$ cat src/rtl/alu_sequencer_if.sv
// Bus between the ALU sequencer, its two requesters, the response consumer and the external ALU.
// A valid/ready transfer happens on a rising edge where both are high; valid holds its payload until then.
interface alu_sequencer_if;
    logic        req0_valid;
    logic        req0_ready;
    logic [2:0]  req0_op;
    logic [31:0] req0_a;
    logic [31:0] req0_b;
    logic        req1_valid;
    logic        req1_ready;
    logic [2:0]  req1_op;
    logic [31:0] req1_a;
    logic [31:0] req1_b;
    logic        resp_valid;
    logic        resp_ready;
    logic        resp_id;
    logic [63:0] resp_data;
    logic        resp_carry;
    logic        resp_err;
    logic [2:0]  alu_cntrl;
    logic [31:0] alu_src1;
    logic [31:0] alu_src2;
    logic [63:0] alu_out;
    logic        alu_carry;

    modport slave (
        input  req0_valid, req0_op, req0_a, req0_b,
        input  req1_valid, req1_op, req1_a, req1_b,
        input  resp_ready, alu_out, alu_carry,
        output req0_ready, req1_ready,
        output resp_valid, resp_id, resp_data, resp_carry, resp_err,
        output alu_cntrl, alu_src1, alu_src2
    );

    modport master (
        output req0_valid, req0_op, req0_a, req0_b,
        output req1_valid, req1_op, req1_a, req1_b,
        output resp_ready, alu_out, alu_carry,
        input  req0_ready, req1_ready,
        input  resp_valid, resp_id, resp_data, resp_carry, resp_err,
        input  alu_cntrl, alu_src1, alu_src2
    );
endinterface

$ cat src/rtl/alu_sequencer.sv
// Two-requester sequencer driving a registered external ALU; divide runs as repeated ALU subtraction.
// Define ALU_SEQ_RR_EN for round-robin arbitration; otherwise requester 0 has fixed priority.
module alu_sequencer #(
    parameter int unsigned MUL_LAT = 2
) (
    input  logic           Clock,
    input  logic           Reset,
    alu_sequencer_if.slave bus,
    output logic [2:0]     o_dbg_state
);

    typedef enum logic [2:0] {
        IDLE   = 3'd0,
        ISSUE  = 3'd1,
        WAIT   = 3'd2,
        CAPT   = 3'd3,
        DIVCHK = 3'd4,
        RESP   = 3'd5
    } state_t;

    localparam logic [2:0] OP_ADD  = 3'd0;
    localparam logic [2:0] OP_SUB  = 3'd1;
    localparam logic [2:0] OP_MUL  = 3'd2;
    localparam logic [2:0] OP_DIV  = 3'd3;
    localparam logic [2:0] OP_INC  = 3'd4;
    localparam logic [2:0] OP_DEC  = 3'd5;
    localparam logic [2:0] OP_HOLD = 3'd7;
    localparam logic [3:0] MUL_WAIT = 4'(MUL_LAT - 1);

    state_t      r_state;
    state_t      w_next;
    logic [2:0]  r_op;
    logic [31:0] r_a;
    logic [31:0] r_b;
    logic        r_id;
    logic        r_div;
    logic [31:0] r_rem;
    logic [31:0] r_q;
    logic [3:0]  r_wait_cnt;
    logic        r_resp_valid;
    logic        r_resp_id;
    logic [63:0] r_resp_data;
    logic        r_resp_carry;
    logic        r_resp_err;
    logic [2:0]  r_alu_cntrl;
    logic [31:0] r_alu_src1;
    logic [31:0] r_alu_src2;

    logic        w_idle;
    logic        w_ready0;
    logic        w_ready1;
    logic        w_accept;
    logic        w_acc_id;
    logic [2:0]  w_acc_op;
    logic [31:0] w_acc_a;
    logic [31:0] w_acc_b;
    logic        w_carry_op;
    logic        w_issue_sub;
    logic        w_div_start;
    logic        w_div_err;
    logic        w_div_step;
    logic        w_div_done;
    logic        w_capt;
    logic        w_resp_take;

    // Ready is gated by Reset so nothing looks accepted while reset is held.
    assign w_idle = (r_state == IDLE) && Reset;

`ifdef ALU_SEQ_RR_EN
    logic r_prio;

    assign w_ready0 = w_idle && bus.req0_valid && (!bus.req1_valid || !r_prio);
    assign w_ready1 = w_idle && bus.req1_valid && (!bus.req0_valid || r_prio);

    always_ff @(posedge Clock or negedge Reset) begin
        if (!Reset) begin
            r_prio <= 1'b0;
        end else if (w_accept) begin
            r_prio <= ~w_acc_id;
        end
    end
`else
    assign w_ready0 = w_idle && bus.req0_valid;
    assign w_ready1 = w_idle && bus.req1_valid && !bus.req0_valid;
`endif

    assign w_accept   = w_ready0 || w_ready1;
    assign w_acc_id   = w_ready1;
    assign w_acc_op   = w_ready1 ? bus.req1_op : bus.req0_op;
    assign w_acc_a    = w_ready1 ? bus.req1_a  : bus.req0_a;
    assign w_acc_b    = w_ready1 ? bus.req1_b  : bus.req0_b;
    assign w_carry_op = (r_op == OP_ADD) || (r_op == OP_SUB) ||
                        (r_op == OP_INC) || (r_op == OP_DEC);

    always_ff @(posedge Clock or negedge Reset) begin
        if (!Reset) begin
            r_state <= IDLE;
        end else begin
            r_state <= w_next;
        end
    end

    // While r_div is set, ISSUE/CAPT carry the divide's internal subtraction.
    always_comb begin
        w_next      = r_state;
        w_issue_sub = 1'b0;
        w_div_start = 1'b0;
        w_div_err   = 1'b0;
        w_div_step  = 1'b0;
        w_div_done  = 1'b0;
        w_capt      = 1'b0;
        w_resp_take = 1'b0;
        case (r_state)
            IDLE: begin
                if (w_accept) w_next = ISSUE;
            end
            ISSUE: begin
                if (r_div) begin
                    w_next = CAPT;
                end else if (r_op == OP_DIV) begin
                    if (r_b == 32'd0) begin
                        w_next    = RESP;
                        w_div_err = 1'b1;
                    end else begin
                        w_next      = DIVCHK;
                        w_div_start = 1'b1;
                    end
                end else if ((r_op == OP_MUL) && (MUL_LAT > 1)) begin
                    w_next = WAIT;
                end else begin
                    w_next = CAPT;
                end
            end
            WAIT: begin
                if (r_wait_cnt <= 4'd1) w_next = CAPT;
            end
            CAPT: begin
                if (r_div) begin
                    w_next     = DIVCHK;
                    w_div_step = 1'b1;
                end else begin
                    w_next = RESP;
                    w_capt = 1'b1;
                end
            end
            DIVCHK: begin
                if (r_rem < r_b) begin
                    w_next     = RESP;
                    w_div_done = 1'b1;
                end else begin
                    w_next      = ISSUE;
                    w_issue_sub = 1'b1;
                end
            end
            RESP: begin
                if (bus.resp_ready) begin
                    w_next      = IDLE;
                    w_resp_take = 1'b1;
                end
            end
            default: w_next = IDLE;
        endcase
    end

    always_ff @(posedge Clock or negedge Reset) begin
        if (!Reset) begin
            r_op         <= 3'd0;
            r_a          <= 32'd0;
            r_b          <= 32'd0;
            r_id         <= 1'b0;
            r_div        <= 1'b0;
            r_rem        <= 32'd0;
            r_q          <= 32'd0;
            r_wait_cnt   <= 4'd0;
            r_resp_valid <= 1'b0;
            r_resp_id    <= 1'b0;
            r_resp_data  <= 64'd0;
            r_resp_carry <= 1'b0;
            r_resp_err   <= 1'b0;
            r_alu_cntrl  <= OP_HOLD;
            r_alu_src1   <= 32'd0;
            r_alu_src2   <= 32'd0;
        end else begin
            r_alu_cntrl <= OP_HOLD;
            if (w_accept) begin
                r_op        <= w_acc_op;
                r_a         <= w_acc_a;
                r_b         <= w_acc_b;
                r_id        <= w_acc_id;
                r_alu_cntrl <= (w_acc_op == OP_DIV) ? OP_HOLD : w_acc_op;
                r_alu_src1  <= w_acc_a;
                r_alu_src2  <= w_acc_b;
            end
            if (w_issue_sub) begin
                r_alu_cntrl <= OP_SUB;
                r_alu_src1  <= r_rem;
                r_alu_src2  <= r_b;
            end
            if (r_state == ISSUE) begin
                r_wait_cnt <= MUL_WAIT;
            end else if (r_state == WAIT) begin
                r_wait_cnt <= r_wait_cnt - 4'd1;
            end
            if (w_div_start) begin
                r_div <= 1'b1;
                r_rem <= r_a;
                r_q   <= 32'd0;
            end
            if (w_div_step) begin
                r_rem <= bus.alu_out[31:0];
                r_q   <= r_q + 32'd1;
            end
            if (w_div_done) begin
                r_div        <= 1'b0;
                r_resp_valid <= 1'b1;
                r_resp_id    <= r_id;
                r_resp_data  <= {r_rem, r_q};
                r_resp_carry <= 1'b0;
                r_resp_err   <= 1'b0;
            end
            if (w_div_err) begin
                r_resp_valid <= 1'b1;
                r_resp_id    <= r_id;
                r_resp_data  <= 64'd0;
                r_resp_carry <= 1'b0;
                r_resp_err   <= 1'b1;
            end
            if (w_capt) begin
                r_resp_valid <= 1'b1;
                r_resp_id    <= r_id;
                r_resp_data  <= bus.alu_out;
                r_resp_carry <= w_carry_op ? bus.alu_carry : 1'b0;
                r_resp_err   <= 1'b0;
            end
            if (w_resp_take) r_resp_valid <= 1'b0;
        end
    end

    assign bus.req0_ready = w_ready0;
    assign bus.req1_ready = w_ready1;
    assign bus.resp_valid = r_resp_valid;
    assign bus.resp_id    = r_resp_id;
    assign bus.resp_data  = r_resp_data;
    assign bus.resp_carry = r_resp_carry;
    assign bus.resp_err   = r_resp_err;
    assign bus.alu_cntrl  = r_alu_cntrl;
    assign bus.alu_src1   = r_alu_src1;
    assign bus.alu_src2   = r_alu_src2;
    assign o_dbg_state    = r_state;

endmodule
$ cat src/flat_wrapper.sv
// flat-port wrapper written by rule: the top's interface ports become plain ports
module alu_sequencer_flat 
#(
    parameter int unsigned MUL_LAT = 2
)
  (Clock, Reset, o_dbg_state, bus_req0_valid, bus_req0_op, bus_req0_a, bus_req0_b, bus_req1_valid, bus_req1_op, bus_req1_a, bus_req1_b, bus_resp_ready, bus_alu_out, bus_alu_carry, bus_req0_ready, bus_req1_ready, bus_resp_valid, bus_resp_id, bus_resp_data, bus_resp_carry, bus_resp_err, bus_alu_cntrl, bus_alu_src1, bus_alu_src2);
  alu_sequencer_if bus_i ();
  input  logic Clock;
  input  logic Reset;
  output logic [2:0] o_dbg_state;
  input wire logic [$bits(bus_i.req0_valid)-1:0] bus_req0_valid;
  input wire logic [$bits(bus_i.req0_op)-1:0] bus_req0_op;
  input wire logic [$bits(bus_i.req0_a)-1:0] bus_req0_a;
  input wire logic [$bits(bus_i.req0_b)-1:0] bus_req0_b;
  input wire logic [$bits(bus_i.req1_valid)-1:0] bus_req1_valid;
  input wire logic [$bits(bus_i.req1_op)-1:0] bus_req1_op;
  input wire logic [$bits(bus_i.req1_a)-1:0] bus_req1_a;
  input wire logic [$bits(bus_i.req1_b)-1:0] bus_req1_b;
  input wire logic [$bits(bus_i.resp_ready)-1:0] bus_resp_ready;
  input wire logic [$bits(bus_i.alu_out)-1:0] bus_alu_out;
  input wire logic [$bits(bus_i.alu_carry)-1:0] bus_alu_carry;
  output wire logic [$bits(bus_i.req0_ready)-1:0] bus_req0_ready;
  output wire logic [$bits(bus_i.req1_ready)-1:0] bus_req1_ready;
  output wire logic [$bits(bus_i.resp_valid)-1:0] bus_resp_valid;
  output wire logic [$bits(bus_i.resp_id)-1:0] bus_resp_id;
  output wire logic [$bits(bus_i.resp_data)-1:0] bus_resp_data;
  output wire logic [$bits(bus_i.resp_carry)-1:0] bus_resp_carry;
  output wire logic [$bits(bus_i.resp_err)-1:0] bus_resp_err;
  output wire logic [$bits(bus_i.alu_cntrl)-1:0] bus_alu_cntrl;
  output wire logic [$bits(bus_i.alu_src1)-1:0] bus_alu_src1;
  output wire logic [$bits(bus_i.alu_src2)-1:0] bus_alu_src2;
  assign bus_i.req0_valid = bus_req0_valid;
  assign bus_i.req0_op = bus_req0_op;
  assign bus_i.req0_a = bus_req0_a;
  assign bus_i.req0_b = bus_req0_b;
  assign bus_i.req1_valid = bus_req1_valid;
  assign bus_i.req1_op = bus_req1_op;
  assign bus_i.req1_a = bus_req1_a;
  assign bus_i.req1_b = bus_req1_b;
  assign bus_i.resp_ready = bus_resp_ready;
  assign bus_i.alu_out = bus_alu_out;
  assign bus_i.alu_carry = bus_alu_carry;
  assign bus_req0_ready = bus_i.req0_ready;
  assign bus_req1_ready = bus_i.req1_ready;
  assign bus_resp_valid = bus_i.resp_valid;
  assign bus_resp_id = bus_i.resp_id;
  assign bus_resp_data = bus_i.resp_data;
  assign bus_resp_carry = bus_i.resp_carry;
  assign bus_resp_err = bus_i.resp_err;
  assign bus_alu_cntrl = bus_i.alu_cntrl;
  assign bus_alu_src1 = bus_i.alu_src1;
  assign bus_alu_src2 = bus_i.alu_src2;
  alu_sequencer #(.MUL_LAT(MUL_LAT)) u_core (.Clock(Clock), .Reset(Reset), .bus(bus_i), .o_dbg_state(o_dbg_state));
endmodule
$ cat config.mk
export PLATFORM = sky130hd
export DESIGN_NAME = alu_sequencer_flat
export DESIGN_NICKNAME = d
export VERILOG_FILES = /design/src/rtl/alu_sequencer_if.sv /design/src/rtl/alu_sequencer.sv /design/src/flat_wrapper.sv
export SDC_FILE = /design/constraint.sdc
export NUM_CORES = 1
export LEC_CHECK = 0
export CORE_MARGIN = 3
export CORE_UTILIZATION = 55
export CTS_CLUSTER_SIZE = 24
export DETAILED_ROUTE_END_ITERATION = 10
export GPL_ROUTABILITY_DRIVEN = 0
export PLACE_DENSITY = 0.95
export SYNTH_ARGS = -nofsm -noshare
export SYNTH_HDL_FRONTEND = slang
export SYNTH_SLANG_ARGS = --single-unit
$ cat constraint.sdc
create_clock -name Clock -period 7.4 [get_ports Clock]
set_input_delay 0.74 -clock Clock [delete_from_list [all_inputs] [get_ports Clock]]
set_output_delay 0.74 -clock Clock [all_outputs]
set_load 0.1 [all_outputs]
After elaboration in Yosys (flattened, before gate mapping) --
Cells that the tools add are included. Widths: inputs -> output; s select.
Storage, ports and cells: input port bits 204, logic and storage cells 116, output and inout port bits 140, bits in registers 275
Cells by class: add/subtract/negate cells 2, eq/ne operators 14, magnitude comparators 2, reductions and logical operators 19, muxes and demuxes 62
Operators by type and width (number):
- $mux 32 | 10
- $mux 64 | 3
- $mux 1 | 36
- $add 32x1->32 const B | 1
- $logic_not 32->1 | 1
- $lt 32x32->1 | 1
- $mux 3 | 10
- $pmux 3 s6 | 1
- $eq 3x2->1 const B | 5
- $eq 3x3->1 const B | 4
- $mux 4 | 2
- $reduce_bool 2->1 | 4
- $eq 3x1->1 const B | 2
- $logic_not 3->1 | 2
- $le 4x1->1 const B | 1
- $logic_and 1x1->1 | 4
- $logic_or 1x1->1 | 4
- $ne 2x1->1 const B | 2
- $reduce_bool 4->1 | 1
- $sub 4x1->4 const B | 1
- $reduce_and 3->1 | 1
- $reduce_bool 3->1 | 1
- $ne 2x2->1 const B | 1
- $logic_not 1->1 | 1

Logic depth before layout (Yosys ltp) --
Gate-level depths: netlist (run 1).
depth after elaboration 9, gate-level depth with buffers 10, depth with buffers taken out 8

Least setup slack after synthesis (run 1) --
No wires, ideal clock.
path kind reg2out, start point register u_core.r_state[1], in the netlist u_core.o_dbg_state[1], end point output bus_req1_ready, buffers on the path 2, setup slack 3.675 ns, arrival time 2.985 ns, stages on the path, launching flop included 7, required time 6.660 ns, path through dfrtp_1 clkbuf_1 nor2_1 and3_1 nand2_1 buf_2 nor2_1
Between the ends: cells in the longest elaborated chain, start to end 4
Ends and longest elaborated chain:
- from (decl) | line alu_sequencer.sv:30 | state_t r_state;
- from (signal assigned) | line alu_sequencer.sv:99 | r_state <= w_next;
- $logic_not 3->1 | line alu_sequencer.sv:67 | assign w_idle = (r_state == IDLE) && Reset;
- $logic_and 1x1->1 | line alu_sequencer.sv:67
- $logic_and 1x1->1 (2 in series) | line alu_sequencer.sv:84 | assign w_ready1 = w_idle && bus.req1_valid && !bus.req0_valid;
- to (decl) | line flat_wrapper.sv:23 | output wire logic [$bits(bus_i.req1_ready)-1:0] bus_req1_ready;
Every way passes these cells.

Final worst setup path (run 1) --
start point register u_core.r_state[0], in the netlist u_core.o_dbg_state[0], end point output bus_req1_ready
The elaborated chain is that of the path after synthesis.

==> results.txt, run 1 <==
status: complete, no violations
Placement Setup Slack: 3.31 ns
Worst Setup End Kind: primary output
core footprint: 26,400 µm²
layout cells sized above 1: 6.90%
antenna fix cells: 0
LEAKAGE: 8.16 nW
H-tree depth: 1
largest area contributor in the netlist: dfrtp_1
CP Max Fanout: 44
Worst-Margin Slew: 1.41 ns
Mean Syn Cell Area: 9.50 µm²
Slew HR: 5.93%
Synth async-reset ratio: 100%
Routed WL: 55,400 µm
DR DRC count: 0
ys flop type: dfrtp_1
DR WL/cell: 25.3 µm
Critical-path top delay cell: clkdlybuf4s50_1
final worst slack: 3.02 ns
final setup skew: 0.0226 ns
Final Cell Area: 19,600 µm²
CP Cell Sequence: nor2_1 > and3_4 > nand2_2 > nor2_1 > clkdlybuf4s50_1
CTS max path bufs: 3
post-layout min period: 4.38 ns
number of global-route vias before repair: 15,400
VDD IR-drop max: 0.000484 V
Post-Syn Nets: 1,817
most area-consuming cells after synthesis: dfrtp_1, o22ai_1, a21oi_1, a221oi_1, a22oi_1
Synth Register Bits: 275
postcts setup bufs: 0
Final Hold Viols: 0
Final Max Slew Viols: 0
# IOs: 344
Post-synth EDFFs: 0
die width: 171 µm
worst hold margin: 0.131 ns
post-synthesis cell count: 1,579
Core Util, Final: 74.1%
CP peak stage delay: 1.17 ns
storage element area: 6890 µm²
RSZ-0062 raised after global routing: false
Port Buffer Count: 343
Crit path top cell by count: nor2_1
Distinct cells, synth: 54
First-pass DRT Iterations: 6
area of the multi-input gates: 7410 µm²
Critical Path Source Type: flop
Fillers: 1,741
Critical Path RT: 6.66 ns
Post-CTS Resized: 0
Total GRT Usage: 36.3%
initial core utilization: 56.7%
Via-to-Cell Ratio: 7.23
share of the synthesized area in the top cell type: 45.4%
Clock Latency Late Sink: 0.56 ns
root buf cell: clkbuf_16
Hold WC Path Type: input pin to async pin
vias post-DR: 15,800
GRT overflow: 0
largest net degree at the start of global routing: 100
final net count: 2,069
post-cts hold buffer count: 0
Initial DRC Count: 2,318
initial antenna violation count: 0
synthesis-to-layout area growth: 30.6%
Max-cap violations: 0
clk slew on worst S/H paths: 0.06 ns
Post-Syn Area: 15,000 µm²
post-route ant nets: 0
first-pass GRT wire length: 84,900 µm
critical path class: flop to primary output
Highest Clock Rate: 228 MHz
DP Area: 18,500 µm²
die area: 29,300 µm²
dpl hpwl: 36,300 µm
num rows: 59
Power Density: 541 nW/µm²
Final setup viols: 0
setup_tns: 0 ns
Die H: 171 µm
Tcrit/Tclk final: 59.2%
clock net sink count: 275
CTS tree: built
CTS Buf Count: 29
CP Data Arrival Time: 3.64 ns
Synth Warn #: 0
sequential area share after synthesis: 45.9%
flip-flops by register name, indices dropped and copies added (netlist names), 4 cells and up:
signal,count
u_core.bus.resp_data,64
u_core.bus.alu_src1,32
u_core.bus.alu_src2,32
u_core.r_a,32
u_core.r_b,32
u_core.r_q,32
u_core.r_rem,32
u_core.r_wait_cnt,4
worst paths after layout:
path	from	end	slack [ns]	cells past startpoint
setup / recovery	u_core.o_dbg_state[0]$_DFFE_PN0P_	bus_req1_ready	3.02	5
hold / removal	Reset	u_core.bus.resp_data[7]$_DFFE_PN0P_	0.13	1
setup reg to reg	u_core.r_rem[5]$_DFFE_PN0P_	u_core.bus.alu_src2[0]$_DFFE_PN0P_	3.48	8
hold reg to reg	u_core.r_q[31]$_DFFE_PN0P_	u_core.r_q[31]$_DFFE_PN0P_	0.50	1
max in group asynchronous	Reset	u_core.bus.alu_src2[25]$_DFFE_PN0P_	5.88	2
min in group Clock	u_core.r_q[31]$_DFFE_PN0P_	u_core.r_q[31]$_DFFE_PN0P_	0.50	1
power breakdown:
part | switching [W] | internal, W
clock | 0.000623 | 0.00102
combinational | 0.00436 | 0.00179
sequential | 0.000640 | 0.00216
per-layer routing:
metal | GRT usage [%] | wire (µm) | vias to the layer above
met5 | 0 | 0 | -
met4 | 19.1 | 3450 | 0
met3 | 7.02 | 6550 | 281
met2 | 58.8 | 26000 | 1361
met1 | 46.6 | 19300 | 7611
li1 | - | - | 6581
metrics by stage:
stage	total power, W	std cells
after floorplan	0.00718	1579
after global placement	0.00863	2135
after detailed placement	0.00882	2135
after CTS	0.0105	2189
after global routing	0.0110	2189
final	0.0106	2189
cells in the mapped netlist, drive strengths merged, types with 2 or more instances:
master   count
nor3        13
a31oi        3
inv         41
a22oi       65
nor2        23
and2        68
nor4         9
o21ai       41
dfstp        3
nand4       14
nor2b        2
a211oi      64
nand3       58
a221oi      95
and4         4
clkbuf     104
a21oi      192
dfrtp      272
and3         7
o22ai      165
mux2        35
buf         44
nand3b       2
nand2b      35
nand2      110
o211ai       5
o31ai        7
a2111oi      2
a21boi       2
mux2i       38
o21a         5
or3          4
ha          34
layout make-up:
type	count	share of cell area [%]
tap	335	2.14
inverter	41	0.792
sequential	275	35.2
clock buffer	42	4.42
multi-input combinational	1115	37.8
clock inverter	12	1.11
timing repair buffer	369	18.5
kinds of logic (layout without fill, tap and decap cells):
| kind of cell | after synthesis | in the layout | share of synthesized area [%] |
|---|---|---|---|
| simple gates | 353 | 353 | 12.1 |
| mux | 73 | 73 | 5.42 |
| flops | 275 | 275 | 45.9 |
| fa+ha+maj | 34 | 34 | 2.84 |
| buf+inv | 189 | 464 | 5.07 |
| compound gates | 655 | 655 | 28.7 |
critical path, delay by kind of cell (launching register included):
family | cells | cell delay, ns
buffers and inverters | 1 | 1.17
and+or+nand+nor | 4 | 1.33
DFF | 1 | 0.55
layout by cell type, fill, tap and decap left out, types with 14 or more instances in the layout:
master	instances
clkbuf_16	29
o21ai_0	38
nand2b_1	35
a211oi_1	64
ha_1	34
clkdlybuf4s50_1	340
buf_4	28
nand3_1	58
nand2_1	108
dfrtp_1	272
inv_1	40
and2_1	68
nor2_1	22
nand4_1	14
mux2i_1	38
o22ai_1	165
a221oi_1	95
a21oi_1	192
mux2_2	19
a22oi_1	65
Power figures use the tool's default switching activity.
==> run 2, diff against run 1 <==
CORE_UTILIZATION = 51   (was 55)
PLACE_DENSITY = 0.92   (was 0.95)
clock period = 4.45 ns   (was 7.4 ns; I/O delays follow)
==> run 2 against run 1 <==
Effect of this change:
- die area grew 7.6%
- critical path depth up 4
- combinational power grew 67%
- largest power group unchanged
- clock skew down 0.013 ns
- utilization shrank 6.3 points
- first-iteration DRC count decreased by 3.0%
- wire length up 0.61%
- final area about the same
==> results.txt, run 2 (same netlist as run 1, synthesis figures left out) <==
status: complete, no violations
Via-to-Cell Ratio: 6.89
Logic pwr share: 59.5%
Critical-path top delay cell: o21bai_4
number of global-route vias before repair: 15,000
Highest Clock Rate: 280 MHz
synthesis-to-layout area growth: 30.5%
Final Max Slew Viols: 0
Switching Share: 53.9%
CP Cell Sequence: inv_1 > ha_1 > nand4_1 > or3_1 > o221ai_1 > o31a_1 > o21bai_4 > buf_12 > mux2_2
Initial DRC Count: 2,249
dpl hpwl: 37,900 µm
post-route ant nets: 0
critical path class: flop to flop
initial antenna violation count: 6
commonest non-fill, non-tap cell in the layout: clkdlybuf4s50_1
Slew HR: 20.3%
Reg2Reg Launch Point: u_core.r_b[13]$_DFFE_PN0P_
First-pass DRT Iterations: 6
die width: 177 µm
Total GRT Usage: 33.8%
# IOs: 344
Power Density: 884 nW/µm²
CTS tree: built
CTS Buf Count: 29
Worst-Margin Slew: 1.20 ns
Core Util, Final: 67.8%
share of total power in the clock network: 13.7%
Worst Setup EP: u_core.bus.alu_src2[0]$_DFFE_PN0P_
Critical Path RT: 4.88 ns
postcts setup bufs: 0
CP Max Fanout: 36
CP Launch Point: u_core.r_b[13]$_DFFE_PN0P_
core footprint: 28,900 µm²
Tcrit/Tclk final: 80.2%
Die H: 177 µm
Clock Latency Late Sink: 0.55 ns
DR DRC count: 0
root buf cell: clkbuf_16
worst reg2reg path depth: 9
Worst Setup End Kind: flop
first-pass GRT wire length: 84,200 µm
CP peak stage delay: 0.94 ns
Routed WL: 55,700 µm
layout cells sized above 1: 6.49%
die area: 31,500 µm²
Fillers: 2,110
setup_tns: 0 ns
CTS max path bufs: 3
DR WL/cell: 24.9 µm
num rows: 62
final setup skew: 0.00917 ns
cell family with most CP delay: compound AO/OA/AOI/OAI gates
largest net degree at the start of global routing: 184
RR Endpoint: u_core.bus.alu_src2[0]$_DFFE_PN0P_
switching pwr: 0.00933 W
RSZ-0062 raised after global routing: false
Worst R2R Setup Slack: 0.88 ns
final net count: 2,071
Hold WC Path Type: input pin to async pin
clk slew on worst S/H paths: 0.06 ns
CP Data Arrival Time: 4.00 ns
GRT overflow: 0
clock net sink count: 275
Max-cap violations: 0
number of cells on the critical path: 9
Port Buffer Count: 343
vias post-DR: 15,400
initial core utilization: 52.0%
LEAKAGE: 8.11 nW
H-tree depth: 1
WP buf/inv: 2
VDD IR-drop max: 0.000972 V
Final Hold Viols: 0
commonest cells after routing, fill and taps aside: clkdlybuf4s50_1, dfrtp_1, a21oi_1, o22ai_1, nand2_1
cell-internal power: 0.00796 W
sequential share of power: 26.8%
Critical Path Source Type: flop
post-layout min period: 3.57 ns
number of flip-flops in the largest register: 64
Final setup viols: 0
==> run 2: cell count changes in the layout (fill, tap and decap cells not counted) <==
| cell | delta |
|---|---|
| buf_4 | -4 |
| diode_2 | +5 |
| clkdlybuf4s50_1 | -1 |
| clkbuf_1 | +3 |
| buf_12 | +6 |
| inv_6 | -1 |
| dlygate4sd3_1 | +1 |
| clkinvlp_4 | -1 |
| bufinv_16 | -4 |
| clkbuf_8 | -4 |
==> run 2: worst min path at each step <==
stage,cells after the start,slack [ns],to,startpoint
floorplan,0,0.15,u_core.bus.alu_src1[0]$_DFFE_PN0P_,Reset
global placement,1,0.37,u_core.r_rem[30]$_DFFE_PN0P_,Reset
detailed placement,1,0.37,u_core.r_rem[30]$_DFFE_PN0P_,Reset
CTS,2,0.41,u_core.r_rem[30]$_DFFE_PN0P_,Reset
global route,2,0.44,u_core.r_rem[30]$_DFFE_PN0P_,Reset
finish,2,0.40,u_core.r_rem[30]$_DFFE_PN0P_,Reset
==> run 2: per-layer routing <==
| metal | routed length, µm | global-route usage [%] | up-vias |
|---|---|---|---|
| met4 | 3340 | 17.6 | 2 |
| met2 | 26400 | 54.9 | 1147 |
| met3 | 5860 | 6.46 | 219 |
| met1 | 20000 | 43.0 | 7476 |
| li1 | - | - | 6574 |
| met5 | 11 | 0 | - |
==> run 2: cell type report <==
cell class | instances | area (µm²) | area share, %
Inverter | 41 | 155 | 0.793
Antenna cell | 5 | 12.5 | 0.0640
Multi-Input combinational cell | 1115 | 7410 | 37.9
Clock inverter | 6 | 80.1 | 0.409
Tap cell | 384 | 480 | 2.46
Timing Repair Buffer | 371 | 3720 | 19.0
Clock buffer | 41 | 821 | 4.20
Sequential cell | 275 | 6890 | 35.2
==> run 2: power by group through the flow <==
stage / logic (W) / clock network, W / registers [W]
after floorplan: 0.00332 / 0 / 0.00861
after global placement: 0.00993 / 0 / 0.00455
after detailed placement: 0.0102 / 0 / 0.00459
after CTS: 0.0102 / 0.00237 / 0.00457
after global routing: 0.0108 / 0.00247 / 0.00470
final: 0.0103 / 0.00237 / 0.00463
==> run 2: what timing repair did <==
item / CTS / global route
hold buffers: 1 / 0
resized for setup: 0 / 0
hold endpoints to repair: 40 / 0
==> run 2: worst register-to-register path, stage by stage, from the launching register on <==
cell	delay (ns)
dfrtp_1	0.39
inv_1	0.12
ha_1	0.26
nand4_1	0.13
or3_1	0.20
o221ai_1	0.24
o31a_1	0.41
o21bai_4	0.94
buf_12	0.37
mux2_2	0.40
==> run 2: per-stage QoR <==
step	hold slack [ns]	total power (W)	area [µm²]	worst slack (ns)	std cells
6_report	0.396	0.0173	19600	0.883	2238
5_1_grt	0.445	0.0180	19600	0.751	2238
4_1_cts	0.407	0.0172	19600	0.927	2233
3_5_place_dp	0.371	0.0147	18600	0.950	2185
3_3_place_gp	0.369	0.0145	18600	1.02	2185
2_1_floorplan	0.149	0.0119	15000	0.925	1579
